### config.mk
export PLATFORM = sky130hd
export DESIGN_NAME = sum_stream_rx_flat
export DESIGN_NICKNAME = d
export VERILOG_FILES = /design/src/rtl/sum_stream_rx_if.sv /design/src/rtl/sum_stream_rx.sv /design/src/flat_wrapper.sv
export SDC_FILE = /design/constraint.sdc
export NUM_CORES = 1
export LEC_CHECK = 0
export ABC_AREA = 1
export CORE_MARGIN = 5
export CORE_UTILIZATION = 50
export CTS_BUF_LIST = sky130_fd_sc_hd__clkbuf_4
export CTS_CLUSTER_DIAMETER = 150
export DETAILED_ROUTE_END_ITERATION = 10
export GPL_TIMING_DRIVEN = 0
export PLACE_DENSITY = 0.69
export SLEW_MARGIN = 10
export SYNTH_ARGS = -nofsm -noshare
export SYNTH_HDL_FRONTEND = slang
export SYNTH_SLANG_ARGS = --single-unit
### constraint.sdc
create_clock -name clk -period 2.52 [get_ports clk]
set_input_delay 0.252 -clock clk [delete_from_list [all_inputs] [get_ports clk]]
set_output_delay 0.252 -clock clk [all_outputs]
set_load 0.03 [all_outputs]
### src/rtl/sum_stream_rx_if.sv
// Stream-side signals of sum_stream_rx: beat input handshake and frame-total output handshake.
// out_max exists only when SUM_STREAM_MAX_EN is defined.
interface sum_stream_rx_if #(
   parameter int LANES = 6,
   parameter int W     = 5,
   parameter int SW    = 11
);
   logic                 in_valid;
   logic                 in_ready;
   logic [LANES*W-1:0]   in_data;
   logic                 out_valid;
   logic                 out_ready;
   logic [SW-1:0]        out_sum;
`ifdef SUM_STREAM_MAX_EN
   logic [W-1:0]         out_max;

   modport master (
      output in_valid, in_data, out_ready,
      input  in_ready, out_valid, out_sum, out_max
   );

   modport slave (
      input  in_valid, in_data, out_ready,
      output in_ready, out_valid, out_sum, out_max
   );
`else
   modport master (
      output in_valid, in_data, out_ready,
      input  in_ready, out_valid, out_sum
   );

   modport slave (
      input  in_valid, in_data, out_ready,
      output in_ready, out_valid, out_sum
   );
`endif
endinterface

### src/rtl/sum_stream_rx.sv
// Frame summer for a stream of LANES-wide beats: per-lane accumulation, pairwise reduction, one total per frame.
// Optional running maximum of the frame elements on out_max when SUM_STREAM_MAX_EN is defined.
module sum_stream_rx #(
   parameter int N     = 40,
   parameter int LANES = 6,
   parameter int W     = 5,
   localparam int SW   = W + $clog2(N)
) (
   input  logic             clk,
   input  logic             rst,
   sum_stream_rx_if.slave   bus
);
   localparam int BEATS      = (N + LANES - 1) / LANES;
   localparam int LAST_LANES = N - (BEATS - 1) * LANES;
   localparam int R          = $clog2(LANES);
   localparam int HALF       = (LANES + 1) / 2;
   localparam int BCW        = $clog2(BEATS + 1);
   localparam int RCW        = $clog2(R + 1);

   typedef enum logic [1:0] {ACCUM, REDUCE, DONE} state_t;

   state_t            state_q, state_d;
   logic [BCW-1:0]    beat_q, beat_d;
   logic [RCW-1:0]    red_q, red_d;
   logic [SW-1:0]     partial_q [LANES];
   logic [SW-1:0]     partial_d [LANES];
   logic [SW-1:0]     ext       [LANES+1];
   logic              accept;
   logic              lastBeat;
`ifdef SUM_STREAM_MAX_EN
   logic [W-1:0]      max_q, max_d;
`endif

   // Partials above the active count are always zero, so a zero pad makes odd pass-through an ordinary add.
   always_comb begin
      for (int i = 0; i < LANES; i++) begin
         ext[i] = partial_q[i];
      end
      ext[LANES] = '0;
   end

   always_comb begin
      accept    = (state_q == ACCUM) && bus.in_valid;
      lastBeat  = (beat_q == BCW'(BEATS - 1));
      state_d   = state_q;
      beat_d    = beat_q;
      red_d     = red_q;
      partial_d = partial_q;
`ifdef SUM_STREAM_MAX_EN
      max_d     = max_q;
`endif
      case (state_q)
         ACCUM: begin
            if (accept) begin
               for (int k = 0; k < LANES; k++) begin
                  if (!lastBeat || (k < LAST_LANES)) begin
                     partial_d[k] = partial_q[k] + SW'(bus.in_data[k*W +: W]);
`ifdef SUM_STREAM_MAX_EN
                     if (bus.in_data[k*W +: W] > max_d) begin
                        max_d = bus.in_data[k*W +: W];
                     end
`endif
                  end
               end
               if (lastBeat) begin
                  state_d = REDUCE;
                  beat_d  = '0;
                  red_d   = '0;
               end else begin
                  beat_d  = beat_q + 1'b1;
               end
            end
         end
         REDUCE: begin
            for (int i = 0; i < HALF; i++) begin
               partial_d[i] = ext[2*i] + ext[2*i+1];
            end
            for (int i = HALF; i < LANES; i++) begin
               partial_d[i] = '0;
            end
            red_d = red_q + 1'b1;
            if (red_q == RCW'(R - 1)) begin
               state_d = DONE;
            end
         end
         DONE: begin
            if (bus.out_ready) begin
               for (int i = 0; i < LANES; i++) begin
                  partial_d[i] = '0;
               end
`ifdef SUM_STREAM_MAX_EN
               max_d   = '0;
`endif
               state_d = ACCUM;
            end
         end
         default: begin
            state_d = ACCUM;
         end
      endcase
   end

   always_ff @(posedge clk) begin
      if (rst) begin
         state_q <= ACCUM;
         beat_q  <= '0;
         red_q   <= '0;
         for (int i = 0; i < LANES; i++) begin
            partial_q[i] <= '0;
         end
`ifdef SUM_STREAM_MAX_EN
         max_q   <= '0;
`endif
      end else begin
         state_q   <= state_d;
         beat_q    <= beat_d;
         red_q     <= red_d;
         partial_q <= partial_d;
`ifdef SUM_STREAM_MAX_EN
         max_q     <= max_d;
`endif
      end
   end

   assign bus.in_ready  = (state_q == ACCUM);
   assign bus.out_valid = (state_q == DONE);
   assign bus.out_sum   = partial_q[0];
`ifdef SUM_STREAM_MAX_EN
   assign bus.out_max   = max_q;
`endif

endmodule

### src/flat_wrapper.sv
// flat-port wrapper written by rule: the top's interface ports become plain ports
module sum_stream_rx_flat 
#(
   parameter int N     = 40,
   parameter int LANES = 6,
   parameter int W     = 5,
   localparam int SW   = W + $clog2(N)
)
  (clk, rst, bus_in_valid, bus_in_data, bus_out_ready, bus_in_ready, bus_out_valid, bus_out_sum);
  sum_stream_rx_if #(.LANES(LANES), .W(W), .SW((W + $clog2(N)))) bus_i ();
  input  logic clk;
  input  logic rst;
  input wire logic [$bits(bus_i.in_valid)-1:0] bus_in_valid;
  input wire logic [$bits(bus_i.in_data)-1:0] bus_in_data;
  input wire logic [$bits(bus_i.out_ready)-1:0] bus_out_ready;
  output wire logic [$bits(bus_i.in_ready)-1:0] bus_in_ready;
  output wire logic [$bits(bus_i.out_valid)-1:0] bus_out_valid;
  output wire logic [$bits(bus_i.out_sum)-1:0] bus_out_sum;
  assign bus_i.in_valid = bus_in_valid;
  assign bus_i.in_data = bus_in_data;
  assign bus_i.out_ready = bus_out_ready;
  assign bus_in_ready = bus_i.in_ready;
  assign bus_out_valid = bus_i.out_valid;
  assign bus_out_sum = bus_i.out_sum;
  sum_stream_rx #(.N(N), .LANES(LANES), .W(W)) u_core (.clk(clk), .rst(rst), .bus(bus_i));
endmodule
# Word level (Yosys, flattened, before mapping)
# Index checks and enable logic that the tools add are counted.
# Widths: inputs -> output; s select.
op_classes:
  addsub: 11
  n_mul: 0
  div: 0
  magnitude_cmp: 0
  n_eq_ne: 9
  shift: 0
  muxes: 14
  bitwise_logic: 0
  reduce_logical: 9
op_table:
  columns: ["op", "count"]
  rows:
  - ["$pmux 66 s3", 1]
  - ["$mux 66", 2]
  - ["$add 11x5->11", 6]
  - ["$add 11x11->11", 3]
  - ["$mux 11", 2]
  - ["$mux 2", 6]
  - ["$reduce_and 4->1", 2]
  - ["$ne 2x1->1 const B", 3]
  - ["$pmux 2 s3", 1]
  - ["$reduce_and 3->1", 2]
  - ["$eq 2x2->1 const B", 2]
  - ["$ne 2x2->1 const B", 2]
  - ["$pmux 2 s2", 1]
  - ["$add 3x1->3 const B", 1]
  - ["$eq 3x3->1 const B", 1]
  - ["$mux 3", 1]
  - ["$reduce_bool 3->1", 1]
  - ["$add 2x1->2 const B", 1]
  - ["$eq 2x1->1 const B", 1]
  - ["$logic_not 2->1", 1]
  - ["$reduce_and 2->1", 1]
  - ["$reduce_bool 2->1", 1]
  - ["$logic_and 1x1->1", 1]
totals:
  ff_bits: 73
  latch_bits: 0
  mem_bits_rw: 0
  romBits: 0
  inputBits: 34
  out_inout_bits: 13
  mem_count: 0

# Logic depth before layout (Yosys ltp)
depth:
  depth_word: 4
  depth_mapped: 16

# Least setup slack after synthesis
# Ideal clock, no wire load.
synth_path:
  path_type: "register to register"
  from: "register u_core.state_q[1]"
  to: "register u_core.partial_q, in the netlist u_core.bus.out_sum[4]"
  setup_ps: 132
  arrival_time_ps: 2143
  required_ps: 2388
  setup_slack_ps: 245
  stages_incl_launch_ff: 14
  n_path_buf: 1
  cell_sequence: "dfxtp_1 -> inv_1 -> ha_1 -> buf_2 -> inv_1 -> nand2_1 -> nand2_1 -> ha_1 -> fa_1 -> nand3_1 -> nand3_1 -> or2_2 -> nand3_1 -> a21oi_1"
synth_via:
  elab_chain_len: 4
synth_rtl:
  columns: ["element", "line", "source"]
  rows:
  - ["start, declared", "sum_stream_rx.sv:22", "state_t state_q, state_d;"]
  - ["start signal, assigned", "sum_stream_rx.sv:115", "state_q <= state_d;"]
  - ["$logic_not 2->1", "sum_stream_rx.sv:43, sum_stream_rx.sv:52", null]
  - ["$logic_and 1x1->1", "sum_stream_rx.sv:43", "accept = (state_q == ACCUM) && bus.in_valid;"]
  - ["$ne 2x1->1 (no line)", null, null]
  - ["$reduce_and 3->1 (no line)", null, null]
  - ["end signal, assigned", "sum_stream_rx.sv:118", "partial_q <= partial_d;"]
  - ["end, declared", "sum_stream_rx.sv:25", "logic [SW-1:0] partial_q [LANES];"]
# Several ways; a longest one is shown, not always the timed one.
# A chain may end at the register's enable or synchronous reset.

# Worst setup path in the final report
# Ends and elaborated chain as after synthesis.

==> impl_metrics.json <==
{
  "syn2layout_area_growth_pct": 14.5,
  "path_max_fanout": 6,
  "antenna_found_initial": 0,
  "final_layout_size_suffix_gt1_share_pct": 7.18,
  "placed_area_mm2": 0.00692,
  "skew_ns": 0.0173,
  "critical_path_class": "reg -> reg",
  "grt_pass1_vias": 5948,
  "finalSetupViolations": 0,
  "finalCritPeriodShare_pct": 93.6,
  "rows": 40,
  "synth_warnings": 0,
  "grt_pass1_wl_um": 27700,
  "tightest_slew_ns": 0.765,
  "start_util_pct": 51.6,
  "cts_sinks": 73,
  "drt-total-wl_um": 16700,
  "synth_area_per_cell_um2": 6.30,
  "fill_cells": 1235,
  "r2r-start": "u_core.state_q[1]",
  "fmaxAchievable_mhz": 424,
  "most-common-layout-cells": "nand2_1, inv_1, nand3_1",
  "peakVddDrop_v": 0.000607,
  "rr_endpoint": "u_core.bus.out_sum[4]",
  "syn-instance-count": 992,
  "nNetsFinal": 1156,
  "final_common_cell": "nand2_1",
  "status": "finished clean",
  "critPathLaunch": "u_core.state_q[1]",
  "drcViolationCount": 0,
  "fin_area_mm2": 0.00715,
  "clockBufferDepth": 2,
  "grt_max_degree": 14,
  "core_mm2": 0.0121,
  "crit_arrival_ns": 2.70,
  "r2r_slack_ns": 0.16,
  "hold_viol": 0,
  "leakage_nw": 3.57,
  "h-tree-depth": 3,
  "cts.clk_slew.worst_paths_ns": 0.14,
  "cts_tree": "yes",
  "power_density_mw_per_mm2": 867,
  "maxCapViolations": 0,
  "vias": 6399,
  "critical_path_required_ns": 2.86,
  "critPathLaunchType": "flop",
  "globalplace.congestion": 0.920,
  "hold_class": "reg -> reg",
  "cts-root-buf": "clkbuf_4",
  "slew_viol_final": 0,
  "min_to": "u_core.red_q[1]",
  "wl_per_cell_um": 13.6,
  "holdPathStages": 2,
  "yosysSeqAreaShare_pct": 23.4,
  "syn_nets": 1095,
  "slew_headroom_pct": 49.0,
  "min_from": "u_core.red_q[1]",
  "ant_nets": 0,
  "io_buffers": 46,
  "antenna_cells": 0,
  "yosys_register_bits": 73,
  "ys_types": 42,
  "die_y_um": 122,
  "io_pins": 47,
  "grt.total_usage_pct": 23.4,
  "netlist_area_mm2": 0.00625,
  "place_ws_ns": -0.136,
  "drt-pass1-iter-count": 5,
  "chipWidth_um": 122,
  "clk_latency_ns": 0.47,
  "die_area_mm2": 0.0148,
  "hpwl_um": 13000,
  "total_power_mw": 6.20,
  "end_kind": "flop",
  "final.setup.worst_slack_ns": 0.161,
  "via_per_inst": 5.22,
  "min_period_ns": 2.36,
  "first_iter_violations": 418,
  "ff2ff_path_depth": 13,
  "overflow": 0,
  "cts_buffers": 9
}
timing repair:
action | 4_1_cts | 5_1_grt
gates resized for setup | 2 | 9
setup buffers | 0 | 4
setup endpoints to repair | 3 | 7
pin swaps | 0 | 2
hold buffers | 0 | 0
hold endpoints to repair | 0 | 0
layer usage:
metal | track usage [%] | vias up | routed length (um)
met5 | 0 | - | 0
met4 | 7.91 | 0 | 356
met3 | 4.32 | 33 | 780
met2 | 40.0 | 141 | 7860
met1 | 29.6 | 2865 | 7720
li1 | - | 3360 | -
area by class of cell:
| class | instances | area (um2) | area share (%) |
|---|---|---|---|
| plain buffers | 26 | 169 | 2.36 |
| clock buffers | 9 | 67.6 | 0.945 |
| clock inverters | 7 | 95.1 | 1.33 |
| inverters | 133 | 503 | 7.03 |
| multi-input cells | 760 | 4140 | 57.9 |
| flip-flops and latches | 73 | 1460 | 20.5 |
| well taps | 168 | 210 | 2.94 |
| repair buffers | 50 | 503 | 7.03 |
worst max-delay path: stages, from the launching register on:
cell     delay, ns
dfxtp_2       0.37
inv_2         0.06
ha_1          0.18
buf_6         0.14
buf_12        0.13
nand2_1       0.07
nand2_1       0.06
ha_2          0.20
fa_2          0.42
nand3_1       0.10
nand3_2       0.09
or2_2         0.28
nand3_1       0.07
a21oi_1       0.06
cells by family (layout without fill, tap and decap cells):
logic type	after synthesis	count (layout)	synth area share, %
xor+xnor	9	9	1.26
buf+inv	159	225	10.6
flops	73	73	23.4
compound gates	149	149	13.1
simple gates	533	533	36.9
fa+ha+maj	69	69	14.8
where the power goes:
part / switching (mW) / leakage, nW / internal [mW]
logic: 2.26 / 2.89 / 1.35
clock network: 0.480 / 0.0758 / 0.399
registers: 0.278 / 0.596 / 1.43
cell usage after synthesis (all sizes together):
library cell / count / area (um2)
nand2: 307 / 1160
inv: 132 / 495
nand3: 104 / 526
a21oi: 83 / 419
nor2: 80 / 342
dfxtp: 73 / 1460
ha: 61 / 763
o21ai: 37 / 196
buf: 21 / 143
nand4: 15 / 93.8
or2: 11 / 68.8
nand3b: 10 / 78.8
a31oi: 9 / 56.3
fa: 8 / 160
xnor2: 7 / 61.3
nor3: 6 / 30.0
clkbuf: 5 / 20.0
o211ai: 5 / 37.5
o21bai: 4 / 30.0
a211oi: 3 / 22.5
o22ai: 3 / 18.8
a21o: 2 / 15.0
xor2: 2 / 17.5
a22oi: 1 / 7.51
a31o: 1 / 8.76
clkinv: 1 / 3.75
o21a: 1 / 7.51
metrics by stage:
stage	hold WS [ns]	TNS (ns)	utilization, %	std cells
finish	0.483	0	59.1	1226
global route	0.501	-0.00561	59.1	1226
CTS	0.484	0	58.5	1222
global placement	0.463	-0.165	57.1	1206
detailed placement	0.463	-0.256	57.1	1206
floorplan	0.440	0	-	992
sequential cells by signal (all words and copies together), names as in the netlist:
register / flops
u_core.ext: 55
u_core.bus.out_sum: 11
u_core.beat_q: 3
u_core.red_q: 2
u_core.state_q: 2
how the worst max path moves through the flow:
stage                     slack, ns               endpoint  cells past startpoint
after global routing         -0.006  u_core.bus.out_sum[6]                     16
after global placement        -0.11  u_core.bus.out_sum[4]                     13
after floorplan                0.25  u_core.bus.out_sum[4]                     13
after CTS                      0.01  u_core.bus.out_sum[4]                     13
after detailed placement      -0.14  u_core.bus.out_sum[4]                     13
final                          0.16  u_core.bus.out_sum[4]                     13
No activity file was read; power rests on OpenSTA's default activity.
